## src/rtl/note_sequencer.sv

```systemverilog
// note_sequencer: plays a programmable table of note/rest steps into the
// envelope generator's note interface, one outstanding note at a time.
//
// state | meaning
// IDLE  | waiting for start (gated by eg_busy)
// ARM   | latch entry 0 into working registers
// NEXT  | latch entry at step_idx into working registers
// ON    | note_on pulse, pitch presented
// HOLD  | note sounding, hold counter running
// OFF   | note_off pulse
// WAIT  | waiting for eg_done from the envelope generator
// REST  | silent step, hold counter running
module note_sequencer #(
  parameter int DEPTH  = 16,
  parameter int HOLD_W = 32,
  parameter int AW     = $clog2(DEPTH)
) (
  input  logic              clk,
  input  logic              rst,
  input  logic              cfg_we,
  input  logic [AW-1:0]     cfg_addr,
  input  logic [6:0]        cfg_pitch,
  input  logic [HOLD_W-1:0] cfg_hold,
  input  logic              cfg_rest,
  input  logic              cfg_last,
  input  logic              start,
  input  logic              stop,
  input  logic              loop,
  input  logic              eg_busy,
  input  logic              eg_done,
  output logic              note_on,
  output logic              note_off,
  output logic [6:0]        pitch,
  output logic [AW-1:0]     step_idx,
  output logic              running,
  output logic              seq_done
);

  typedef enum logic [2:0] {
    S_IDLE, S_ARM, S_NEXT, S_ON, S_HOLD, S_OFF, S_WAIT, S_REST
  } state_t;

  state_t state, state_n;

  logic [6:0]        tbl_pitch [DEPTH];
  logic [HOLD_W-1:0] tbl_hold  [DEPTH];
  logic              tbl_rest  [DEPTH];
  logic              tbl_last  [DEPTH];

  logic [HOLD_W-1:0] cnt, cnt_n;
  logic [AW-1:0]     idx_n;
  logic [6:0]        pitch_n;
  logic              last_q, last_n;
  logic              abort_q, abort_n;
  logic              seq_done_n;
  logic              advance;

  logic [6:0]        rd_pitch;
  logic [HOLD_W-1:0] rd_hold, rd_hold_m1;
  logic              rd_rest, rd_last;
  logic              at_end;

  assign rd_pitch = tbl_pitch[step_idx];
  assign rd_hold  = tbl_hold[step_idx];
  assign rd_rest  = tbl_rest[step_idx];
  assign rd_last  = tbl_last[step_idx];

  // A hold of 0 behaves like 1; the counter holds the remaining cycles minus one.
  assign rd_hold_m1 = (rd_hold == '0) ? '0 : rd_hold - HOLD_W'(1);
  assign at_end     = last_q || (step_idx == AW'(DEPTH - 1));

  assign note_on  = (state == S_ON);
  assign note_off = (state == S_OFF);
  assign running  = (state != S_IDLE);

  // Step table: writable at any time, deliberately not reset.
  always_ff @(posedge clk) begin
    if (cfg_we) begin
      tbl_pitch[cfg_addr] <= cfg_pitch;
      tbl_hold[cfg_addr]  <= cfg_hold;
      tbl_rest[cfg_addr]  <= cfg_rest;
      tbl_last[cfg_addr]  <= cfg_last;
    end
  end

  // State and working registers.
  always_ff @(posedge clk) begin
    if (rst) begin
      state    <= S_IDLE;
      cnt      <= '0;
      step_idx <= '0;
      pitch    <= '0;
      last_q   <= 1'b0;
      abort_q  <= 1'b0;
      seq_done <= 1'b0;
    end else begin
      state    <= state_n;
      cnt      <= cnt_n;
      step_idx <= idx_n;
      pitch    <= pitch_n;
      last_q   <= last_n;
      abort_q  <= abort_n;
      seq_done <= seq_done_n;
    end
  end

  // Next-state, counter and step-advance decisions.
  always_comb begin
    state_n    = state;
    cnt_n      = cnt;
    idx_n      = step_idx;
    pitch_n    = pitch;
    last_n     = last_q;
    abort_n    = abort_q;
    seq_done_n = 1'b0;
    advance    = 1'b0;

    case (state)
      S_IDLE: begin
        abort_n = 1'b0;
        if (start && !stop && !eg_busy) begin
          state_n = S_ARM;
          idx_n   = '0;
        end
      end
      S_ARM, S_NEXT: begin
        if (stop) begin
          state_n = S_IDLE;
        end else begin
          cnt_n  = rd_hold_m1;
          last_n = rd_last;
          if (rd_rest) begin
            state_n = S_REST;
          end else begin
            state_n = S_ON;
            pitch_n = rd_pitch;
          end
        end
      end
      S_ON: begin
        if (stop) begin
          state_n = S_OFF;
          abort_n = 1'b1;
        end else if (cnt == '0) begin
          state_n = S_OFF;
        end else begin
          cnt_n   = cnt - HOLD_W'(1);
          state_n = S_HOLD;
        end
      end
      S_HOLD: begin
        if (stop) begin
          state_n = S_OFF;
          abort_n = 1'b1;
        end else if (cnt == '0) begin
          state_n = S_OFF;
        end else begin
          cnt_n = cnt - HOLD_W'(1);
        end
      end
      S_OFF: begin
        if (stop) abort_n = 1'b1;
        state_n = S_WAIT;
      end
      S_WAIT: begin
        if (stop) abort_n = 1'b1;
        if (eg_done) begin
          if (abort_q || stop) state_n = S_IDLE;
          else                 advance = 1'b1;
        end
      end
      S_REST: begin
        if (stop) begin
          state_n = S_IDLE;
        end else if (cnt == '0) begin
          advance = 1'b1;
        end else begin
          cnt_n = cnt - HOLD_W'(1);
        end
      end
      default: state_n = S_IDLE;
    endcase

    // Advance is folded into the exit of WAIT/REST; it costs no cycle.
    if (advance) begin
      if (at_end) begin
        if (loop) begin
          idx_n   = '0;
          state_n = S_NEXT;
        end else begin
          seq_done_n = 1'b1;
          state_n    = S_IDLE;
        end
      end else begin
        idx_n   = step_idx + AW'(1);
        state_n = S_NEXT;
      end
    end
  end

endmodule

```

## config.mk

```make
export PLATFORM = sky130hd
export DESIGN_NAME = note_sequencer
export DESIGN_NICKNAME = d
export VERILOG_FILES = /design/src/rtl/note_sequencer.sv
export SDC_FILE = /design/constraint.sdc
export NUM_CORES = 1
export LEC_CHECK = 0
export ABC_AREA = 1
export BUFFER_PORTS_ARGS = -buffer_cell sky130_fd_sc_hd__buf_2
export CORE_MARGIN = 3
export CORE_UTILIZATION = 50
export DETAILED_ROUTE_END_ITERATION = 10
export GPL_TIMING_DRIVEN = 1
export PLACE_DENSITY = 0.71
export SETUP_SLACK_MARGIN = 0.2
export SLEW_MARGIN = 20
export SYNTH_ARGS = -nofsm -noshare
export SYNTH_HDL_FRONTEND = slang
export SYNTH_SLANG_ARGS = --single-unit
```

## constraint.sdc

```tcl
create_clock -name clk -period 6.4 [get_ports clk]
set_clock_uncertainty 0.05 [all_clocks]
set_input_delay 1.92 -clock clk [delete_from_list [all_inputs] [get_ports clk]]
set_output_delay 1.92 -clock clk [all_outputs]
set_load 0.02 [all_outputs]
```

==> metrics.txt, run 1 <==
PD cells 313 nW/um^2; area leader, netlist edfxtp_1; Max rail drop VDD 0.212 mV; RSZ-0062 raised after global routing false; HP Class reg -> reg; vias in the first global route 20800; final core utilization 0.561; Initial Util 0.508; register area share after synthesis 0.672; endpoints failing setup 0; Critical Path AT 2.50 ns; Pwr Total 10.6 mW; status complete, no violations; I/O pin cnt 68; Syn. warnings 0; DRC errors left 0; Max-slew headroom 0.286; CTS H-tree depth 3; clk slew on worst S/H paths 0.06 ns; CTS buffer count 70; Post-synth ARST share 0; worst-path maximum fanout 167; post-CTS sizing 0; final worst slack 1.93 ns; Most used DFF post-synth edfxtp_1; Distinct cells, synth 40; cells after synthesis 3008; largest net degree at the start of global routing 168; post-CTS setup buffer count 0; worst skew pair latency 0.62 ns; CTS tree yes; synthesized area 30800 sq um; period utilisation layout 0.698; dominant cell by count in the synthesized netlist nand2_1; CP top delay family buffers and inverters; DR pass1 iterations 5; design area 34000 sq um; Buf/Inv on CP 2; Crit-path slowest cell dfxtp_4; maximum clock rate 224 MHz; vias per cell 5.56; number of synthesized flops with an enable pin 656; initial antenna violation count 2; Storage cell area 20700 sq um; critical setup path kind reg -> out; Area Overhead vs Synth 10.5%; DR iter-0 viols 2315; layout cells sized above 1 0.0795; number of fill cells in the layout 4971; core area 60600 sq um; Commonest cells post-synth nand2_1, edfxtp_1, nor2_1, inv_1, o21ai_0; nets 3095; multi-input logic area 8330 sq um; Syn Nets 3065; Period minus WS final 4.47 ns; Routed Wire Length 76400 um; Inst Count DP 3748; area share of the largest cell type after synthesis 0.640; Mapped Avg Cell Area 10.2 sq um; worst hold slack 0.430 ns; Die Ht 254 um; GR Util All Layers 0.238; Critical Path RT 4.43 ns; final hold vios 0; chip width 254 um; DP Worst Slack 2.14 ns; num rows 90; Post-DP HPWL 42500 um; # hold bufs at CTS 0; Sink Count 705; vias 21600; Antenna Nets Post-Route 0; Worst path max stage delay 0.87 ns; crit path cell chain buf_12, buf_2; Slew Limit Fails 0; IO Port Bufs 67; drt wl/cell 19.7 um; Sum Neg Setup Slack 0 ns; Worst Setup End Kind output port; Worst Setup Start Kind register; Clock Tree Root clkbuf_16; ranking of synthesized cells by area edfxtp_1, nand2_1, nor2_1, o21ai_0, inv_1; Non-Filler Instances 3878; GRT Residual Overflow 0; synthesized flop and latch total 705; first-pass GRT wire length 118000 um; die area 64500 sq um; Post-DP Area 31700 sq um; reg2reg setup slack 1.96 ns; Worst-Margin Slew 1.07 ns; Placer Congestion 0.896; Leak 13.0 nW; clock tree buffer depth 3; MaxCap Viol Count 0
-- cell type report --
class | instances | area share
Sequential cell | 705 | 0.609
Multi-Input combinational cell | 1873 | 0.245
Clock buffer | 89 | 0.0546
Inverter | 286 | 0.0319
Tap cell | 782 | 0.0288
Timing Repair Buffer | 102 | 0.0183
Clock inverter | 39 | 0.0124
Antenna cell | 2 | 0.000147
-- sequential cells by signal, indices dropped and copies added (netlist names) --
signal     count
tbl_hold     512
step_idx       4
tbl_rest      16
pitch          7
state          3
last_q         1
tbl_last      16
tbl_pitch    112
abort_q        1
seq_done       1
cnt           32
-- path summary, 6_finish.rpt --
kind	start	end	cells after the start
max	step_idx[0]	step_idx[0]	2
min	abort_q	abort_q	2
max reg2reg	step_idx[0]	cnt[6]	18
min reg2reg	abort_q	abort_q	2
-- metal layers --
| layer | routed length, um | GRT usage | up-vias |
|---|---|---|---|
| met4 | 1640 | 0.0760 | 0 |
| met1 | 32800 | 0.334 | 10400 |
| li1 | - | - | 10200 |
| met2 | 36000 | 0.382 | 849 |
| met5 | 0 | 0 | - |
| met3 | 5890 | 0.0405 | 119 |
-- worst min-delay path: stages, from the launching register on --
cell and delay (ns):
dfxtp_1 0.31, nand2_1 0.06, a21oi_1 0.05
-- cells in the final DEF, fill, tap and decap left out, types with 4 or more instances in the layout --
cell type,netlist,routed
nor2_1,457,448
nand2_1,712,712
nand3_1,193,193
nor2_4,2,11
clkinv_1,4,18
a31oi_1,10,10
a21oi_1,82,82
dfxtp_1,49,46
inv_2,5,6
o21ai_0,229,229
nor2_2,9,9
o221ai_1,10,10
buf_4,27,33
clkbuf_1,45,17
ha_1,4,4
buf_2,56,67
clkinv_2,0,8
o21ai_1,47,47
o211ai_1,15,15
nand4_1,13,13
o22ai_1,37,37
edfxtp_1,656,656
nor3_1,19,11
clkbuf_16,0,71
xor2_1,12,12
nor3_2,0,8
bufinv_16,0,7
inv_1,276,275
-- report_power, final --
| part | leakage (nW) | internal (mW) | switching [mW] | total (mW) |
|---|---|---|---|---|
| registers | 6.33 | 5.23 | 0.123 | 5.35 |
| logic | 5.60 | 0.340 | 0.857 | 1.20 |
| clock network | 1.11 | 2.36 | 1.73 | 4.08 |
| total | 13.0 | 7.92 | 2.71 | 10.6 |
-- cell families (layout without fill, tap and decap cells) --
logic type / Yosys count / count (layout) / synth area share
xor gates and xnor gates: 14 / 14 / 0.00399
other: 0 / 2 / 0
and+or+nand+nor: 1417 / 1417 / 0.185
DFF: 705 / 705 / 0.672
AOI/OAI and AO/OA: 438 / 438 / 0.0764
adders and majority gates: 4 / 4 / 0.00163
buffers and inverters: 430 / 516 / 0.0603
(Power assumes the default switching activity.)
==> run 2: changes to the inputs <==
- ABC_AREA: 1 -> 0
- PLACE_DENSITY: 0.71 -> 0.74
- clock period: 6.4 -> 3.74 ns (I/O delays scaled with it)
==> run 2 against run 1 <==
Sequential power grew 65%. Total power is 51% higher. Highest routed layer is now met5. Utilization up 3.4 points. Sequential share of layout area is 2.0 points higher. Clock-buffer cell count is 6 higher. Via count shrank 30%. Sequential cell count stayed put. Synthesized cell count is 52% lower. Hold slack improved by 0.012 ns.
==> metrics.txt, run 2 <==
status complete, no violations (unchanged); Max rail drop VDD 0.405 mV (was 0.212 mV); synthesized area 28100 sq um (was 30800 sq um); nets 1687 (was 3095); final worst slack 0.0702 ns (was 1.93 ns); Post-synth ARST share 0 (unchanged); CTS buffer count 69 (was 70); Leak 10.4 nW (was 13.0 nW); Commonest cells post-synth edfxtp_1, mux4_2, nor2_1, nand2_1, dfxtp_1 (was nand2_1, edfxtp_1, nor2_1, inv_1, o21ai_0); Syn Nets 1500 (was 3065); crit path cell chain buf_12, buf_6, mux4_2, a22o_1, or3_4, nor4_4, nand2_2, buf_4, nor3_2, xor2_1, nand2_1, a31oi_1 (was buf_12, buf_2); Worst path max stage delay 0.50 ns (was 0.87 ns); endpoints failing setup 0 (unchanged); Mapped Avg Cell Area 19.5 sq um (was 10.2 sq um); Syn. warnings 0 (unchanged); Most used DFF post-synth edfxtp_1 (unchanged); Clock Tree Root clkbuf_16 (unchanged); # hold bufs at CTS 0 (unchanged); Critical Path AT 4.13 ns (was 2.50 ns); Worst Setup Start Kind register (unchanged); core area 55300 sq um (was 60600 sq um); critical setup path kind reg -> reg (was reg -> out); number of fill cells in the layout 3894 (was 4971); Worst Setup End Kind register (was output port); CTS tree yes (unchanged); first-pass GRT wire length 96100 um (was 118000 um); Placer Congestion 0.861 (was 0.896); HP Start pitch[5] (was abort_q); Top reg by flops tbl_hold (unchanged); Crit-path slowest cell mux4_2 (was dfxtp_4); PD cells 489 nW/um^2 (was 313 nW/um^2); vias in the first global route 15300 (was 20800); worst-path maximum fanout 13 (was 167); HP Class reg -> reg (unchanged); dominant cell by count in the synthesized netlist edfxtp_1 (was nand2_1); I/O pin cnt 68 (unchanged); Routed Wire Length 65200 um (was 76400 um); GRT Residual Overflow 0 (unchanged); design area 32900 sq um (was 34000 sq um); MaxCap Viol Count 0 (unchanged); GR Util All Layers 0.218 (was 0.238); DR pass1 iterations 5 (unchanged); ranking of synthesized cells by area edfxtp_1, mux4_2, dfxtp_1, a22oi_1, nor2_1 (was edfxtp_1, nand2_1, nor2_1, o21ai_0, inv_1); area share of the largest cell type after synthesis 0.701 (was 0.640); initial antenna violation count 6 (was 2); clock tree buffer depth 3 (unchanged); die area 59100 sq um (was 64500 sq um); DRC errors left 0 (unchanged); Max-slew headroom 0.362 (was 0.286); Post-DP Area 30200 sq um (was 31700 sq um); Antenna Nets Post-Route 0 (unchanged); largest net degree at the start of global routing 42 (was 168); register area share after synthesis 0.736 (was 0.672); Distinct cells, synth 58 (was 40); layout cells sized above 1 0.318 (was 0.0795); Inst Count DP 2278 (was 3748); CTS H-tree depth 3 (unchanged); IO Port Bufs 67 (unchanged); final hold vios 0 (unchanged); CP top delay family simple AND/OR/NAND/NOR gates (was buffers and inverters); vias per cell 6.18 (was 5.56); commonest non-fill, non-tap cell in the layout edfxtp_1 (was nand2_1); DR iter-0 viols 1774 (was 2315); Die Ht 243 um (was 254 um); RSZ-0062 raised after global routing true (was false); clk slew on worst S/H paths 0.06 ns (about the same); final core utilization 0.595 (was 0.561); area leader, netlist edfxtp_1 (unchanged); Buf/Inv on CP 3 (was 2); drt wl/cell 26.8 um (was 19.7 um); Area Overhead vs Synth 17.1% (was 10.5%); maximum clock rate 272 MHz; num rows 86 (was 90); Worst-Margin Slew 0.950 ns (was 1.07 ns); cells after synthesis 1443 (was 3008); Critical Path RT 4.20 ns (was 4.43 ns); Top Registers tbl_hold: 512 flops, tbl_pitch: 112 flops, cnt: 32 flops (unchanged); chip width 243 um (was 254 um); DP Worst Slack 0.140 ns (was 2.14 ns); most frequent cells in the layout edfxtp_1, mux4_2, buf_4, clkbuf_16 (was nand2_1, edfxtp_1, nor2_1, inv_1, o21ai_0); Slew Limit Fails 0 (unchanged); worst skew pair latency 0.60 ns (was 0.62 ns); Initial Util 0.508 (about the same); Post-DP HPWL 36200 um (was 42500 um); vias 15000 (was 21600); Non-Filler Instances 2428 (was 3878); Sink Count 705 (unchanged); max reg flops 512 (unchanged); Period minus WS final 3.67 ns; synthesized flop and latch total 705 (unchanged); period utilisation layout 0.981; number of synthesized flops with an enable pin 656 (unchanged); Critical Path Source step_idx[0] (unchanged); R2R Path Start step_idx[0] (unchanged)
-- run 2: cell count changes in the layout (fill, tap and decap cells not counted), moves of 23 or more --
cell     delta
nand2_1   -662
nand3_1   -183
a21oi_1    -43
o21ai_0   -199
o21ai_1    -45
mux4_2    +181
nor3_1     +23
buf_4      +59
buf_12     +27
inv_1     -267
a22oi_1    +44
o22ai_1    -36
nor2_1    -381
-- run 2: layout make-up --
cell class	count	area (sq um)	share of cell area
diodes	2	5.00	0.000152
clock buffers	95	1920	0.0583
clock inverters	24	229	0.00696
inverters	8	30.0	0.000913
multi-input cells	649	7300	0.222
flip-flops and latches	705	20700	0.629
well taps	748	936	0.0284
repair buffers	197	1800	0.0546
-- run 2: cell families after synthesis --
kind of cell,after synthesis,share of synthesized area
flip-flops,705,0.736
AND/OR/NAND/NOR,268,0.0504
multiplexers,191,0.149
AO/OA/AOI/OAI,153,0.0368
buffers and inverters,89,0.0158
XOR/XNOR,33,0.0103
adder cells (fa/ha/maj),4,0.00178
-- run 2: final timing paths --
check | end | slack (ns) | cells past startpoint
worst min register to register | pitch[5] | 0.44 | 2
worst min-delay path | pitch[5] | 0.44 | 2
worst max-delay path | cnt[25] | 0.07 | 12
worst max register to register | cnt[25] | 0.07 | 12
-- run 2: what timing repair did --
| item | 4_1_cts | 5_1_grt |
|---|---|---|
| pin swaps | 1 | 6 |
| setup buffers | 6 | 19 |
| gates resized for setup | 7 | 24 |
| cloned | 0 | 4 |
| endpoints found under the setup margin | 15 | 32 |
-- run 2: worst register-to-register path: cells and delay by family, from the launching register on --
kind | cells | cell delay, ns
xor+xnor | 1 | 0.27
compound gates | 2 | 0.50
simple gates | 5 | 1.26
mux | 1 | 0.50
flops | 1 | 0.47
buf+inv | 3 | 0.54
-- run 2: stage by stage --
stage | TNS (ns) | hold slack, ns | power, mW
floorplan | -18.44 | 0.418 | 9.27
global placement | 0 | 0.421 | 9.50
detailed placement | 0 | 0.434 | 9.54
CTS | 0 | 0.449 | 16.2
global route | 0 | 0.492 | 16.6
finish | 0 | 0.443 | 16.1
-- run 2: report_power, final --
group	leakage (nW)	switching [mW]	internal, mW
Clock	1.04	2.79	3.92
Combinational	3.01	0.382	0.183
Sequential	6.32	0.0483	8.77
Total	10.4	3.22	12.9
-- run 2: metal layers --
metal	global-route usage	vias to the layer above	wire length, um
li1	-	6341	-
met1	0.296	7822	25500
met2	0.355	706	32500
met3	0.0446	139	5230
met4	0.0789	8	1970
met5	0	-	58
==> run 3: changes to the inputs <==
==> constraint.sdc (replaced) <==
create_clock -name clk -period 3.74 [get_ports clk]
set_clock_uncertainty 0.05 [all_clocks]
set_input_delay 0.748 -clock clk [delete_from_list [all_inputs] [get_ports clk]]
set_output_delay 0.748 -clock clk [all_outputs]
set_load 0.02 [all_outputs]
==> run 3 against run 2 <==
Sequential share of layout area rose by 0.49 points. Maximum frequency is 3.0% higher. Die area did not move. Global-route usage grew 0.48 points. Combinational power fell by 1%. Critical path depth rose by 2. Total power increased by 0.15%. Register-to-register slack improved by 0.11 ns. Clock-buffer cell count decreased by 10. Hold slack got worse by 0.0055 ns.
==> metrics.txt, run 3 (synthesis gave the netlist of run 2 again) <==
RSZ-0062 raised after global routing true (unchanged); CTS H-tree depth 3 (unchanged); Antenna Nets Post-Route 0 (unchanged); DR pass1 iterations 5 (unchanged); HP Class reg -> reg (unchanged); Sink Count 705 (unchanged); chip width 243 um (unchanged); Worst-Margin Slew 0.978 ns (was 0.950 ns); I/O pin cnt 68 (unchanged); status complete, no violations (unchanged); Clock Tree Root clkbuf_16 (unchanged); Initial Util 0.508 (unchanged); # hold bufs at CTS 0 (unchanged); DRC errors left 0 (unchanged); GRT Residual Overflow 0 (unchanged); core area 55300 sq um (unchanged); Pwr Total 16.1 mW (about the same); nets 1657 (was 1687); largest net degree at the start of global routing 47 (was 42); DR iter-0 viols 1844 (was 1774); worst-path maximum fanout 14 (was 13); critical setup path kind reg -> reg (unchanged); clock tree buffer depth 3 (unchanged); Max rail drop VDD 0.284 mV (was 0.405 mV); num rows 86 (unchanged); PD cells 494 nW/um^2 (was 489 nW/um^2); Top Registers tbl_hold: 512 flops, tbl_pitch: 112 flops, cnt: 32 flops (unchanged); most frequent cells in the layout edfxtp_1, mux4_2, clkbuf_16, nor2_1, buf_2 (was edfxtp_1, mux4_2, buf_4, clkbuf_16); WHS Endpoint pitch[2] (was pitch[5]); worst skew pair latency 0.60 ns (about the same); clk slew on worst S/H paths 0.06 ns (about the same); Routed Wire Length 65600 um (was 65200 um); Placer Congestion 0.894 (was 0.861); endpoints failing setup 0 (unchanged); Die Ht 243 um (unchanged); IO Port Bufs 67 (unchanged); initial antenna violation count 5 (was 6); vias 14900 (was 15000); Area Overhead vs Synth 16.2% (was 17.1%); period utilisation layout 0.953 (was 0.981); Max-slew headroom 0.343 (was 0.362); layout cells sized above 1 0.314 (was 0.318); die area 59100 sq um (unchanged); R2R Path Start step_idx[0] (unchanged); reg2reg end cnt[16] (was cnt[25]); Worst Setup Start Kind register (unchanged); Period minus WS final 3.56 ns (was 3.67 ns); CTS buffer count 68 (was 69); HP Start pitch[2] (was pitch[5]); first-pass GRT wire length 97600 um (was 96100 um); commonest non-fill, non-tap cell in the layout edfxtp_1 (unchanged); Slew Limit Fails 0 (unchanged); Sum Neg Setup Slack 0 ns (unchanged); final hold vios 0 (unchanged); max reg flops 512 (unchanged); Critical Path RT 4.13 ns (was 4.20 ns); maximum clock rate 281 MHz (was 272 MHz); reg2reg setup slack 0.18 ns (was 0.07 ns); WHS Path Cells 2 (unchanged); CTS tree yes (unchanged); Critical Path AT 3.96 ns (was 4.13 ns); drt wl/cell 27.3 um (was 26.8 um); Worst Setup End Kind register (unchanged); Post-DP HPWL 34000 um (was 36200 um); Top reg by flops tbl_hold (unchanged); vias per cell 6.19 (was 6.18); GR Util All Layers 0.223 (was 0.218); vias in the first global route 15200 (was 15300); MaxCap Viol Count 0 (unchanged); Leak 10.2 nW (was 10.4 nW); R2R cell count 14 (was 12)
run 3: cell types whose count changed in the layout (fill, tap and decap cells not counted), moves of 3 or more:
cell        before  now
clkinv_2         3    9
clkinv_8         0    3
clkbuf_16       77   72
buf_4           92   66
a22oi_2          0    3
clkbuf_1        21   14
clkinvlp_4       1    4
a22oi_1         44   41
nor4_1          12   15
clkinv_1        15   12
run 3: worst max-delay path by stage:
stage                startpoint  endpoint  depth (start not counted)  slack, ns
floorplan           step_idx[0]  pitch[0]                         10       0.22
global placement    step_idx[0]   cnt[16]                         11       0.13
detailed placement  step_idx[0]    cnt[7]                         10       0.11
CTS                 step_idx[0]    cnt[7]                         12       0.18
global route        step_idx[0]   cnt[29]                         12       0.11
finish              step_idx[0]   cnt[16]                         14       0.18
run 3: power by group:
group | switching [mW] | total (mW) | internal, mW
clock | 2.85 | 6.73 | 3.89
sequential | 0.0497 | 8.82 | 8.77
combinational | 0.378 | 0.557 | 0.179
total | 3.28 | 16.1 | 12.8
run 3: through the flow:
stage           util  area [sq um]  cells  setup WS, ns  hold slack, ns
2_1_floorplan      -         28200   1443         0.220           0.418
3_3_place_gp   0.544         30100   2256         0.125           0.423
3_5_place_dp   0.544         30100   2256         0.107           0.427
4_1_cts        0.585         32300   2382         0.181           0.438
5_1_grt        0.590         32700   2401         0.110           0.443
6_report       0.590         32700   2401         0.177           0.437
run 3: area by class of cell:
cell class,count,area (sq um)
Antenna cell,2,5.00
Clock buffer,85,1820
Clock inverter,36,369
Fill cell,3917,22700
Inverter,8,30.0
Multi-Input combinational cell,649,7280
Sequential cell,705,20700
Tap cell,748,936
Timing Repair Buffer,168,1530
run 3: critical path: stages, from the launching register on:
cell,delay [ns]
dfxtp_4,0.44
buf_12,0.18
buf_12,0.19
mux4_2,0.57
a22oi_1,0.29
nand2_1,0.13
nor4b_2,0.28
buf_4,0.15
nand3_1,0.15
nor4_4,0.29
buf_4,0.18
nor2_4,0.09
buf_4,0.18
a21oi_1,0.15
nor2_1,0.06
run 3: repair_timing:
item                                    4_1_cts  5_1_grt
endpoints found under the setup margin       28       34
buffers inserted                              5       15
gates cloned                                  0        2
pin swaps                                     2       12
resized for setup                             8       26
run 3: per-layer routing:
layer	vias to the layer above	routed length, um	part of all wire	track usage
met5	-	34	0.00052	0
met4	6	1240	0.019	0.0619
met3	97	4470	0.068	0.0387
met2	628	33900	0.52	0.379
met1	7855	26000	0.40	0.300
li1	6271	-	-	-
